<file path="src/rtl/clock_pkg.sv">
// -----------------------------------------------------------------------------
// clock_pkg
//
// Shared constants and helpers for the digital clock datapath.
//
//   HOUR_MODULUS  default number of hour states (24-hour day)
//   HOUR_WIDTH    width of an hour count for the default modulus
//   BCD_W         width of one BCD display digit
//   to_bcd2()     binary 0..99 -> {tens, ones} packed BCD pair
// -----------------------------------------------------------------------------
package clock_pkg;

    localparam int HOUR_MODULUS = 24;
    localparam int HOUR_WIDTH   = 5;
    localparam int BCD_W        = 4;

    // Values above 99 are outside the display range. The tens digit still
    // fits in BCD_W bits for any 7-bit input, so no clamping is needed.
    function automatic logic [2*BCD_W-1:0] to_bcd2(input logic [6:0] bin);
        logic [6:0] tens;
        logic [6:0] ones;
        tens = bin / 7'd10;
        ones = bin - (tens * 7'd10);
        return {tens[BCD_W-1:0], ones[BCD_W-1:0]};
    endfunction

endpackage : clock_pkg

</file>
<file path="src/rtl/hour_display.sv">
// -----------------------------------------------------------------------------
// hour_display
//
// Combinational display formatter for the hour count. Turns the binary hour
// into two BCD digits, in either 24-hour or 12-hour form, plus a PM flag.
//
// Parameters:
//   MODULUS   number of hour states of the counter feeding this block
//   WIDTH     width of the hour input (at most 7 bits)
//
// Ports:
//   hour_i      in   WIDTH  binary hour count
//   mode_12h_i  in   1      1 = 12-hour display, 0 = 24-hour display
//   bcd_tens_o  out  4      tens digit
//   bcd_ones_o  out  4      ones digit
//   pm_o        out  1      afternoon flag, 12-hour mode only
// -----------------------------------------------------------------------------
module hour_display
    import clock_pkg::*;
#(
    parameter int MODULUS = HOUR_MODULUS,
    parameter int WIDTH   = $clog2(MODULUS)
) (
    input  logic [WIDTH-1:0] hour_i,
    input  logic             mode_12h_i,
    output logic [BCD_W-1:0] bcd_tens_o,
    output logic [BCD_W-1:0] bcd_ones_o,
    output logic             pm_o
);

    // 12-hour formatting only makes sense for a 24-state day. For any other
    // modulus the mode input is ignored and the plain count is shown.
    localparam bit TWELVE_OK = (MODULUS == 24);

    logic [6:0]         hour_ext;
    logic [6:0]         shown;
    logic               is_pm;
    logic [2*BCD_W-1:0] bcd;

    always_comb begin
        hour_ext              = '0;
        hour_ext[WIDTH-1:0]   = hour_i;
        shown                 = hour_ext;
        is_pm                 = 1'b0;

        if (TWELVE_OK && mode_12h_i) begin
            is_pm = (hour_ext >= 7'd12);
            shown = is_pm ? (hour_ext - 7'd12) : hour_ext;
            // Midnight and noon both read as 12 on a 12-hour face.
            if (shown == 7'd0) begin
                shown = 7'd12;
            end
        end

        bcd        = to_bcd2(shown);
        bcd_tens_o = bcd[2*BCD_W-1:BCD_W];
        bcd_ones_o = bcd[BCD_W-1:0];
        pm_o       = is_pm;
    end

endmodule : hour_display

</file>
<file path="src/rtl/hour_counter.sv">
// -----------------------------------------------------------------------------
// hour_counter
//
// Parametrised hour-of-day counter. Advances on a one-cycle tick from the
// minute stage, supports range-checked parallel load and manual up/down
// adjust, and drives BCD display digits in 12- or 24-hour form.
//
// Parameters:
//   MODULUS   number of hour states, count runs 0..MODULUS-1 (2..99)
//   WIDTH     count / load / bus width
//
// Ports:
//   clk       in   1      rising-edge clock
//   clear_n   in   1      synchronous active-low clear
//   tick      in   1      advance one hour (minute-stage carry)
//   load      in   1      parallel load strobe
//   data      in   WIDTH  load value
//   inc       in   1      manual adjust up
//   dec       in   1      manual adjust down
//   mode_12h  in   1      display format select
//   enable    in   1      databus output enable
//   hour      out  WIDTH  registered count
//   databus   out  WIDTH  hour when enabled, else zero
//   bcd_tens  out  4      display tens digit
//   bcd_ones  out  4      display ones digit
//   pm        out  1      afternoon flag in 12-hour mode
//   carry     out  1      one-cycle pulse on a tick-driven wrap
//   load_err  out  1      one-cycle pulse on an out-of-range load
//
// Update priority each cycle: clear, load, adjust, tick, hold. A lower
// priority request in the same cycle as a higher one is discarded, not
// deferred.
// -----------------------------------------------------------------------------
module hour_counter
    import clock_pkg::*;
#(
    parameter int MODULUS = HOUR_MODULUS,
    parameter int WIDTH   = $clog2(MODULUS)
) (
    input  logic             clk,
    input  logic             clear_n,
    input  logic             tick,
    input  logic             load,
    input  logic [WIDTH-1:0] data,
    input  logic             inc,
    input  logic             dec,
    input  logic             mode_12h,
    input  logic             enable,
    output logic [WIDTH-1:0] hour,
    output logic [WIDTH-1:0] databus,
    output logic [BCD_W-1:0] bcd_tens,
    output logic [BCD_W-1:0] bcd_ones,
    output logic             pm,
    output logic             carry,
    output logic             load_err
);

    // One extra bit so hour+1 at the top of the range is representable
    // before it is compared against the modulus.
    localparam logic [WIDTH:0] MOD_X  = (WIDTH+1)'(MODULUS);
    localparam logic [WIDTH:0] LAST_X = (WIDTH+1)'(MODULUS - 1);

    logic [WIDTH-1:0] hour_q,     hour_d;
    logic             carry_q,    carry_d;
    logic             load_err_q, load_err_d;

    logic [WIDTH:0]   hour_ext;
    logic [WIDTH:0]   hour_up;
    logic [WIDTH-1:0] hour_next_up;
    logic [WIDTH-1:0] hour_next_dn;
    logic             data_ok;

    // -------------------------------------------------------------------------
    // Step arithmetic shared by tick and manual adjust.
    // -------------------------------------------------------------------------
    always_comb begin
        hour_ext     = {1'b0, hour_q};
        hour_up      = hour_ext + 1'b1;
        hour_next_up = (hour_up == MOD_X) ? '0 : hour_up[WIDTH-1:0];
        hour_next_dn = (hour_q == '0) ? LAST_X[WIDTH-1:0] : (hour_q - 1'b1);
        data_ok      = ({1'b0, data} < MOD_X);
    end

    // -------------------------------------------------------------------------
    // Priority mux for the next count and the two status pulses. The pulses
    // default low every cycle, so they can never stretch beyond one cycle.
    // -------------------------------------------------------------------------
    always_comb begin
        hour_d     = hour_q;
        carry_d    = 1'b0;
        load_err_d = 1'b0;

        if (load) begin
            if (data_ok) begin
                hour_d = data;
            end else begin
                load_err_d = 1'b1;
            end
        end else if (inc || dec) begin
            // Both pressed cancel out; any tick this cycle is dropped too.
            if (inc && !dec) begin
                hour_d = hour_next_up;
            end else if (dec && !inc) begin
                hour_d = hour_next_dn;
            end
        end else if (tick) begin
            hour_d  = hour_next_up;
            carry_d = (hour_ext == LAST_X);
        end
    end

    // -------------------------------------------------------------------------
    // State registers.
    // -------------------------------------------------------------------------
    always_ff @(posedge clk) begin
        if (!clear_n) begin
            hour_q     <= '0;
            carry_q    <= 1'b0;
            load_err_q <= 1'b0;
        end else begin
            hour_q     <= hour_d;
            carry_q    <= carry_d;
            load_err_q <= load_err_d;
        end
    end

    // -------------------------------------------------------------------------
    // Outputs.
    // -------------------------------------------------------------------------
    assign hour     = hour_q;
    assign carry    = carry_q;
    assign load_err = load_err_q;
    assign databus  = enable ? hour_q : '0;

    hour_display #(
        .MODULUS (MODULUS),
        .WIDTH   (WIDTH)
    ) u_display (
        .hour_i     (hour_q),
        .mode_12h_i (mode_12h),
        .bcd_tens_o (bcd_tens),
        .bcd_ones_o (bcd_ones),
        .pm_o       (pm)
    );

endmodule : hour_counter

</file>
<file path="config.mk">
export PLATFORM = sky130hd
export DESIGN_NAME = hour_counter
export DESIGN_NICKNAME = d
export VERILOG_FILES = /design/src/rtl/clock_pkg.sv /design/src/rtl/hour_display.sv /design/src/rtl/hour_counter.sv
export SDC_FILE = /design/constraint.sdc
export NUM_CORES = 1
export LEC_CHECK = 0
export ABC_AREA = 1
export CAP_MARGIN = 20
export CORE_MARGIN = 2
export CORE_UTILIZATION = 50
export CTS_BUF_LIST = sky130_fd_sc_hd__clkbuf_8 sky130_fd_sc_hd__clkbuf_16
export DETAILED_ROUTE_END_ITERATION = 6
export PLACE_DENSITY = 0.86
export SLEW_MARGIN = 40
export SYNTH_ARGS = -nofsm -noshare
export SYNTH_HDL_FRONTEND = slang
export SYNTH_SLANG_ARGS = --single-unit
</file>
<file path="constraint.sdc">
create_clock -name clk -period 8.6 [get_ports clk]
set_input_delay 0.86 -clock clk [delete_from_list [all_inputs] [get_ports clk]]
set_output_delay 0.86 -clock clk [all_outputs]
set_load 0.005 [all_outputs]
</file>
==> results.py, run 1 <==
metrics = {
    "power_and_ir_drop": {
        "peakVddDrop_uv": 168.1,
        "clkPwrFrac_pct": 20.7,
        "power_density_nw_per_um2": 151.1,
        "pwr-share-comb_pct": 59.1,
        "pwr-share-seq_pct": 20.2,
        "power.switching_uw": 85.38,
        "intPower_uw": 129.8,
        "switching_share_pct": 39.68,
        "p_leak_nw": 0.7096,
    },
    "layout": {
        "layout_commonest_cell": "nand2_1",
        "multi_input_comb_area_um2": 768.2,
        "antenna_cells": 0,
        "fill_cells": 146,
        "stdcell_area_um2": 1424,
        "final_cell_mix": "44 x nand2_1, 32 x clkdlybuf4s50_1, 27 x inv_1, 14 x ha_1, 10 x o21ai_0",
        "area_delta_synth_final_pct": 34.04,
        "regArea_um2": 140.1,
        "final_cells": 225,
        "drive_gt1_share_pct": 11.62,
        "num-nets-final": 227,
    },
    "sta": {
        "fmax_mhz": 186.2,
        "finalCritPeriodShare_pct": 62.44,
        "finClkSkew_ns": 0.0002723,
        "fin_crit_ns": 5.370,
        "fin_tns_setup_ns": 0,
        "finalSetupViolCount": 0,
        "hold_violations": 0,
        "grt_setup_unrepaired": "false",
        "final-max-slew-violation-count": 0,
    },
    "routing": {
        "firstDrtPassIters": 4,
        "wl_um": 2559,
        "ant_nets": 0,
        "via_count": 1139,
        "wl_per_cell_um": 11.37,
        "routed_via_density": 5.062,
        "drc_errors": 0,
        "drt-initial-drc-count": 32,
    },
    "critical_path": {
        "worstPathMaxFanout": 4,
        "worst-endpoint-required_ns": 7.74,
        "criticalPathCategory": "in -> out",
        "start_kind": "primary input",
        "cp-end-kind": "output pin",
        "arrival_ns": 4.51,
        "r2r_cells": 10,
    },
    "global_routing": {
        "grt_pass1_wl_um": 4360,
        "antenna_found_initial": 0,
        "grt_max_degree": 13,
        "grtUsageTotal_pct": 21.65,
        "grt_pass1_vias": 1074,
        "gr-total-overflow": 0,
    },
    "synthesis": {
        "yosys.area.top_type_share_pct": 16.49,
        "synth.area.top_cells": "ha_1 16%, nand2_1 16%, dfxtp_1 13%",
        "yosys.area.top_type": "ha_1",
        "syn_inst": 166,
        "synth_seq_area_share_pct": 13.19,
        "syn-num-nets": 194,
        "avgSynthCellArea_um2": 6.399,
        "ys_ff_latch": 7,
        "yosysWarnings": 0,
        "synthDistinctLibCells": 29,
        "syn_area_um2": 1062,
    },
    "placed_design": {
        "dp.cells": 221,
        "io_buffers": 32,
        "place_area_um2": 1379,
        "dp_hpwl_um": 2038,
        "place_congestion": 0.8809,
    },
    "cts": {
        "clockBufferDepth": 2,
        "ctsHoldBuffers": 0,
        "cts_tree": "done",
        "cts_made_buffers": 3,
        "h-tree-depth": 1,
        "clock-sinks": 7,
        "postCtsSetupRepairBufs": 0,
        "clk_pin_slew_ns": 0.04,
        "cts_resized": 0,
        "clock_latency_ns": 0.22,
        "clock-root-buffer": "clkbuf_8",
    },
    "floorplan": {
        "row_count": 16,
        "die_w_um": 50.09,
        "core_um2": 1982,
        "io_pins": 34,
        "dieArea_um2": 2509,
        "die_y_um": 50.09,
        "start_util_pct": 53.60,
    },
    "run": {
        "drv_cap": 0,
    },
    "min_path": {
        "min_path_cells": 2,
        "hold_path.class": "reg -> reg",
    },
    "status": {
        "outcome": "completed",
    },
}
[cell families after synthesis]
family | count (synthesis) | share of synthesized area [%]
buf+inv | 34 | 14.49
xor+xnor | 4 | 3.298
other cells | 1 | 0.3530
flops | 7 | 13.19
fa+ha+maj | 15 | 18.37
compound gates | 28 | 15.31
simple gates | 77 | 34.98
[sequential cells by signal, indices dropped and copies added, names as in the netlist]
signal / cells
carry: 1
hour: 5
load_err: 1
[power groups by stage]
| stage | combinational [mW] | clock, mW | sequential, mW |
|---|---|---|---|
| finish | 0.127 | 0.0445 | 0.0435 |
| global route | 0.143 | 0.0480 | 0.0443 |
| CTS | 0.127 | 0.0449 | 0.0434 |
| detailed placement | 0.126 | 0 | 0.0438 |
| global placement | 0.123 | 0 | 0.0438 |
| floorplan | 0.0786 | 0 | 0.0400 |
[worst max-delay path, stage by stage]
cell,delay (ns)
clkdlybuf4s50_1,0.51
inv_1,0.09
nor2_2,0.14
xor2_1,0.16
inv_1,0.07
nand2_2,0.10
inv_1,0.07
ha_1,0.20
nand2_1,0.09
nand2_2,0.09
ha_1,0.29
inv_1,0.04
nor2_1,0.08
nand2_1,0.06
nand2_1,0.09
nand3_2,0.09
ha_1,0.21
fa_1,0.37
nand3b_1,0.17
nand2_1,0.09
nand4_1,0.09
nand2_1,0.07
clkdlybuf4s50_1,0.49
[per-stage QoR]
step                utilization, %  power [mW]  hold slack [ns]  setup slack, ns
floorplan                        -      0.1186           0.5367            4.460
global placement             69.57      0.1672           0.5764            3.360
detailed placement           69.57      0.1698           0.5751            3.254
global route                 71.84      0.2353           0.6503            2.900
finish                       71.84      0.2152           0.5955            3.230
CTS                          71.84      0.2153           0.5969            3.232
[cell usage after synthesis]
cell,count
nand2_2,4
nor2_1,8
nor3_1,2
inv_4,1
a21oi_2,3
a21oi_1,8
nand4_1,1
inv_2,2
inv_1,26
xor2_1,4
a31oi_1,3
o211ai_1,3
o21ai_0,10
nand3_2,3
conb_1,1
fa_1,1
buf_4,2
nand3b_1,1
dfxtp_1,7
o21ai_1,1
nor2_2,2
nand2_1,44
nand3_1,7
nor2_4,3
nor3_2,1
nor4_1,1
ha_1,14
buf_6,2
clkinv_2,1
[worst paths after layout]
check	slack, ns	start	endpoint
setup / recovery	3.23	mode_12h	bcd_ones[3]
hold / removal	0.60	hour[3]	hour[3]
setup reg to reg	6.59	hour[2]	hour[4]
hold reg to reg	0.60	hour[3]	hour[3]
[layout make-up]
type	count	area share, %
Clock buffer	3	2.900
Clock inverter	1	0.2636
Inverter	30	8.172
Multi-Input combinational cell	125	53.95
Sequential cell	7	9.842
Tap cell	27	2.373
Timing Repair Buffer	32	22.50
[layer usage]
metal  global-route usage [%]  wire length [um]  up-vias
met5                        0                 0        -
met2                    38.82              1284       36
li1                         -                 -      587
met4                    5.093                 0        0
met1                    26.79              1154      516
met3                    3.030               120        0
No activity file was read; power rests on OpenSTA's default activity.
==> run 2, diff against run 1 <==
Settings changed: CORE_UTILIZATION 50 to 42, PLACE_DENSITY 0.86 to 0.77.
Clock period 8.6 ns to 4.35 ns, I/O delays scaled along.
==> results.py, run 2 (synthesis results as in run 1) <==
metrics = {
    "status": {
        "outcome": "completed",
    },
    "floorplan": {
        "start_util_pct": 43.67,
        "die_w_um": 54.29,
        "row_count": 18,
        "core_um2": 2432,
        "die_y_um": 54.29,
        "dieArea_um2": 2947,
        "io_pins": 34,
    },
    "critical_path": {
        "arrival_ns": 3.55,
        "worstPathMaxFanout": 6,
        "start_kind": "flip-flop",
        "worst-endpoint-required_ns": 3.91,
        "r2r_cells": 11,
        "criticalPathCategory": "reg -> out",
        "cp-end-kind": "output pin",
    },
    "sta": {
        "fin_tns_setup_ns": 0,
        "final-max-slew-violation-count": 0,
        "finalSetupViolCount": 0,
        "holdWs_ns": 0.5532,
        "finalCritPeriodShare_pct": 91.68,
        "fin_crit_ns": 3.988,
        "fmax_mhz": 250.7,
        "hold_violations": 0,
        "finClkSkew_ns": 0.002931,
        "setup_ws_ns": 0.3618,
        "grt_setup_unrepaired": "false",
    },
    "cts": {
        "h-tree-depth": 1,
        "clock-root-buffer": "clkbuf_8",
        "clock_latency_ns": 0.23,
        "ctsHoldBuffers": 0,
        "cts_made_buffers": 3,
        "clockBufferDepth": 2,
        "cts_tree": "done",
        "clk_pin_slew_ns": 0.04,
        "clock-sinks": 7,
    },
    "placed_design": {
        "dp.cells": 234,
        "pre_cts_slack_ns": -0.09636,
        "io_buffers": 32,
        "place_area_um2": 1458,
        "dp_hpwl_um": 2196,
        "place_congestion": 0.9178,
    },
    "layout": {
        "area_delta_synth_final_pct": 44.99,
        "final_cells": 238,
        "final_cell_mix": "42 x nand2_1, 30 x clkdlybuf4s50_1, 25 x inv_1",
        "drive_gt1_share_pct": 21.15,
        "final_util_pct": 63.32,
        "layout_commonest_cell": "nand2_1",
        "num-nets-final": 237,
        "antenna_cells": 0,
        "fill_cells": 217,
        "largest_reg_flops": 5,
        "stdcell_area_um2": 1540,
    },
    "routing": {
        "routed_via_density": 5.000,
        "wl_um": 2737,
        "wl_per_cell_um": 11.50,
        "drc_errors": 0,
        "ant_nets": 0,
        "drt-initial-drc-count": 27,
        "firstDrtPassIters": 6,
        "via_count": 1190,
    },
    "global_routing": {
        "grt_pass1_vias": 1059,
        "grt_max_degree": 11,
        "grtUsageTotal_pct": 20.17,
        "antenna_found_initial": 0,
        "grt_pass1_wl_um": 4333,
        "gr-total-overflow": 0,
    },
    "power_and_ir_drop": {
        "clkPwrFrac_pct": 20.6,
        "switching_share_pct": 39.82,
        "peakVddDrop_uv": 225.6,
        "pwr-share-seq_pct": 17.4,
        "total_power_uw": 461.4,
        "intPower_uw": 277.7,
        "power.switching_uw": 183.7,
        "pwr-share-comb_pct": 62.0,
        "power_density_nw_per_um2": 299.5,
        "p_leak_nw": 0.7619,
    },
    "run": {
        "drv_cap": 0,
    },
    "min_path": {
        "min_path_cells": 2,
        "hold_path.class": "reg -> reg",
    },
}
==> run 2: changes by cell type in the layout (fill, tap and decap cells not counted), sizes merged <==
cell           change
buf               +10
clkdlybuf4s50      -2
clkinv             +1
dlygate4sd2        +1
dlymetal6s2s       +1
inv                -1
==> run 2: repair_timing <==
| item | CTS | global route |
|---|---|---|
| pin swaps | 1 | 2 |
| hold endpoints to repair | 0 | 0 |
| resized for setup | 8 | 7 |
| setup buffers | 0 | 0 |
| setup endpoints to repair | 1 | 1 |
==> run 2: routing by layer <==
metal / track usage [%] / up-vias / share of wire, %
li1: - / 609 / -
met1: 24.21 / 539 / 43
met2: 36.55 / 38 / 49
met3: 4.372 / 4 / 7.0
met4: 4.167 / 0 / 0.58
met5: 0 / - / 0
==> run 2: critical path, stage by stage (launching register included) <==
cell             delay [ns]
dfxtp_4                0.39
inv_2                  0.07
ha_1                   0.29
inv_1                  0.07
nor2_2                 0.05
nor2_4                 0.11
nand3_2                0.10
nand2_2                0.10
inv_1                  0.06
ha_2                   0.18
nand2_1                0.08
nand2_2                0.06
ha_1                   0.28
inv_1                  0.04
nor2_1                 0.07
nand2_1                0.07
nand2_2                0.08
nand3_2                0.07
ha_2                   0.18
fa_2                   0.51
inv_1                  0.03
clkdlybuf4s50_1        0.43
==> run 2: power groups by stage <==
stage	Clock [mW]	Sequential (mW)	Combinational (mW)
after floorplan	0	0.0790	0.155
final	0.0950	0.0802	0.286
after CTS	0.0968	0.0789	0.283
after global routing	0.0996	0.0809	0.322
after global placement	0	0.0793	0.271
after detailed placement	0	0.0793	0.279
==> run 2: layout make-up <==
type,instances,area [um^2],area share [%]
Clock inverter,1,5.005,0.3249
Tap cell,30,37.54,2.437
Inverter,30,116.4,7.555
Multi-Input combinational cell,125,795.8,51.67
Clock buffer,3,41.29,2.681
Sequential cell,7,147.6,9.586
Timing Repair Buffer,42,396.6,25.75
==> run 2: path summary, 6_finish.rpt <==
check / from / end / slack [ns]
setup reg to reg: hour[1] / hour[4] / 2.72
hold reg to reg: hour[3] / hour[3] / 0.55
setup / recovery: hour[2] / bcd_ones[2] / 0.36
hold / removal: hour[3] / hour[3] / 0.55
==> run 3, diff against run 2 <==
Clock period 4.35 ns to 3.45 ns, I/O delays scaled along.
==> results.py, run 3 (synthesis results as in run 1) <==
metrics = {
    "status": {
        "outcome": "finished, violations left",
        "violations": "setup timing",
    },
    "placed_design": {
        "io_buffers": 32,
        "dp_hpwl_um": 2534,
        "pre_cts_slack_ns": -0.7587,
        "place_congestion": 0.8478,
        "dp.cells": 255,
    },
    "routing": {
        "firstDrtPassIters": 5,
        "drt-initial-drc-count": 76,
        "via_count": 1452,
        "wl_per_cell_um": 15.58,
        "ant_nets": 0,
        "routed_via_density": 5.242,
        "drc_errors": 0,
        "wl_um": 4317,
    },
    "layout": {
        "antenna_cells": 0,
        "final_cells": 277,
        "area_delta_synth_final_pct": 83.16,
        "layout_commonest_cell": "buf_4",
        "final_cell_mix": "49 x buf_4, 37 x nand2_1, 27 x clkdlybuf4s50_1, 22 x inv_1, 10 x o21ai_0",
        "largest_reg_flops": 5,
        "drive_gt1_share_pct": 38.46,
        "num-nets-final": 276,
    },
    "critical_path": {
        "arrival_ns": 3.50,
        "worstPathMaxFanout": 5,
        "worst-path-buf-inv": 12,
        "startpoint": "hour[3]",
        "start_kind": "flip-flop",
        "r2r_end": "hour[4]",
        "cp-end-kind": "output pin",
        "cpMaxStageDelayCell": "dfxtp_4",
        "path_common_cell": "buf_4",
        "timing.rr.start": "hour[1]",
        "cp_slowest_stage_delay_ns": 0.36,
        "r2r_setup_slack_ns": 1.70,
        "cp.depth": 26,
        "worst-endpoint-required_ns": 3.11,
        "r2r_cells": 11,
        "criticalPathCategory": "reg -> out",
        "cp_top_family": "buffers and inverters",
    },
    "floorplan": {
        "io_pins": 34,
        "start_util_pct": 43.67,
        "die_w_um": 54.29,
        "dieArea_um2": 2947,
        "row_count": 18,
        "core_um2": 2432,
        "die_y_um": 54.29,
    },
    "power_and_ir_drop": {
        "switching_share_pct": 40.82,
        "peakVddDrop_uv": 337.2,
        "clkPwrFrac_pct": 14.7,
        "pwr-share-seq_pct": 12.5,
        "pwr-share-comb_pct": 72.8,
        "p_leak_nw": 0.9911,
        "intPower_uw": 467.6,
        "power.switching_uw": 322.5,
        "power_density_nw_per_um2": 406.1,
    },
    "sta": {
        "holdWs_ns": 0.6307,
        "fin_crit_ns": 3.842,
        "fmax_mhz": 260.3,
        "grt_setup_unrepaired": "true",
        "finalSetupViolCount": 2,
        "final-max-slew-violation-count": 0,
        "finalCritPeriodShare_pct": 111.4,
        "setup_ws_ns": -0.3918,
        "finClkSkew_ns": 0.001725,
        "hold_violations": 0,
    },
    "min_path": {
        "hold_end": "hour[1]",
        "hold_path.class": "reg -> reg",
        "hp-start": "hour[1]",
        "min_path_cells": 3,
    },
    "cts": {
        "cts_tree": "done",
        "clock_latency_ns": 0.23,
        "h-tree-depth": 1,
        "clock-sinks": 7,
        "clockBufferDepth": 2,
        "cts_made_buffers": 3,
        "clk_pin_slew_ns": 0.04,
        "clock-root-buffer": "clkbuf_8",
    },
    "global_routing": {
        "grt_pass1_wl_um": 6348,
        "grt_max_degree": 11,
        "gr-total-overflow": 0,
        "antenna_found_initial": 0,
        "grtUsageTotal_pct": 31.36,
        "grt_pass1_vias": 1417,
    },
    "run": {
        "drv_cap": 0,
    },
}
run 3: through the flow:
| step | setup TNS (ns) | power (mW) | area (um^2) | util (%) |
|---|---|---|---|---|
| 6_report | -0.5383 | 0.7902 | 1946 | 79.99 |
| 5_1_grt | -0.8143 | 0.8443 | 1946 | 79.99 |
| 4_1_cts | -0.3960 | 0.7028 | 1881 | 77.31 |
| 3_5_place_dp | -1.267 | 0.5037 | 1633 | 67.13 |
| 3_3_place_gp | -0.9146 | 0.4891 | 1633 | 67.13 |
| 2_1_floorplan | 0 | 0.3047 | 1084 | - |
run 3: worst max path at each step:
stage | to | slack (ns)
after CTS | bcd_ones[3] | -0.22
after global placement | bcd_ones[3] | -0.59
after floorplan | bcd_ones[3] | 0.004
final | bcd_ones[3] | -0.39
after global routing | bcd_ones[3] | -0.55
after detailed placement | bcd_ones[3] | -0.76
run 3: final cells by class:
type | count | area (um^2)
Multi-Input combinational cell | 125 | 908.4
Timing Repair Buffer | 81 | 688.2
Inverter | 30 | 118.9
Clock buffer | 3 | 41.29
Sequential cell | 7 | 147.6
Clock inverter | 1 | 3.754
Fill cell | 152 | 486.7
Tap cell | 30 | 37.54
run 3: power groups by stage:
stage	Combinational [mW]	Clock, mW	Sequential [mW]
CTS	0.485	0.120	0.0984
floorplan	0.204	0	0.101
global route	0.620	0.124	0.100
global placement	0.391	0	0.0985
detailed placement	0.405	0	0.0984
finish	0.575	0.116	0.0988
run 3: tightest hold or removal path, cell delays in order, from the launching register on:
cell     delay (ns)
dfxtp_1        0.30
buf_4          0.16
nand2_1        0.07
a21oi_1        0.05
run 3: layer usage:
metal / vias to the layer above / track usage [%] / share of wire, %
met5: - / 0 / 0
met4: 0 / 17.50 / 2.6
met3: 13 / 4.372 / 6.9
met2: 92 / 56.43 / 52
met1: 659 / 35.04 / 38
li1: 688 / - / -
run 3: timing repair:
| action | in CTS | in global routing |
|---|---|---|
| setup buffers | 16 | 2 |
| pin swaps | 16 | 15 |
| resized for setup | 23 | 18 |
| hold buffers | 0 | 0 |
| endpoints found under the setup margin | 3 | 4 |
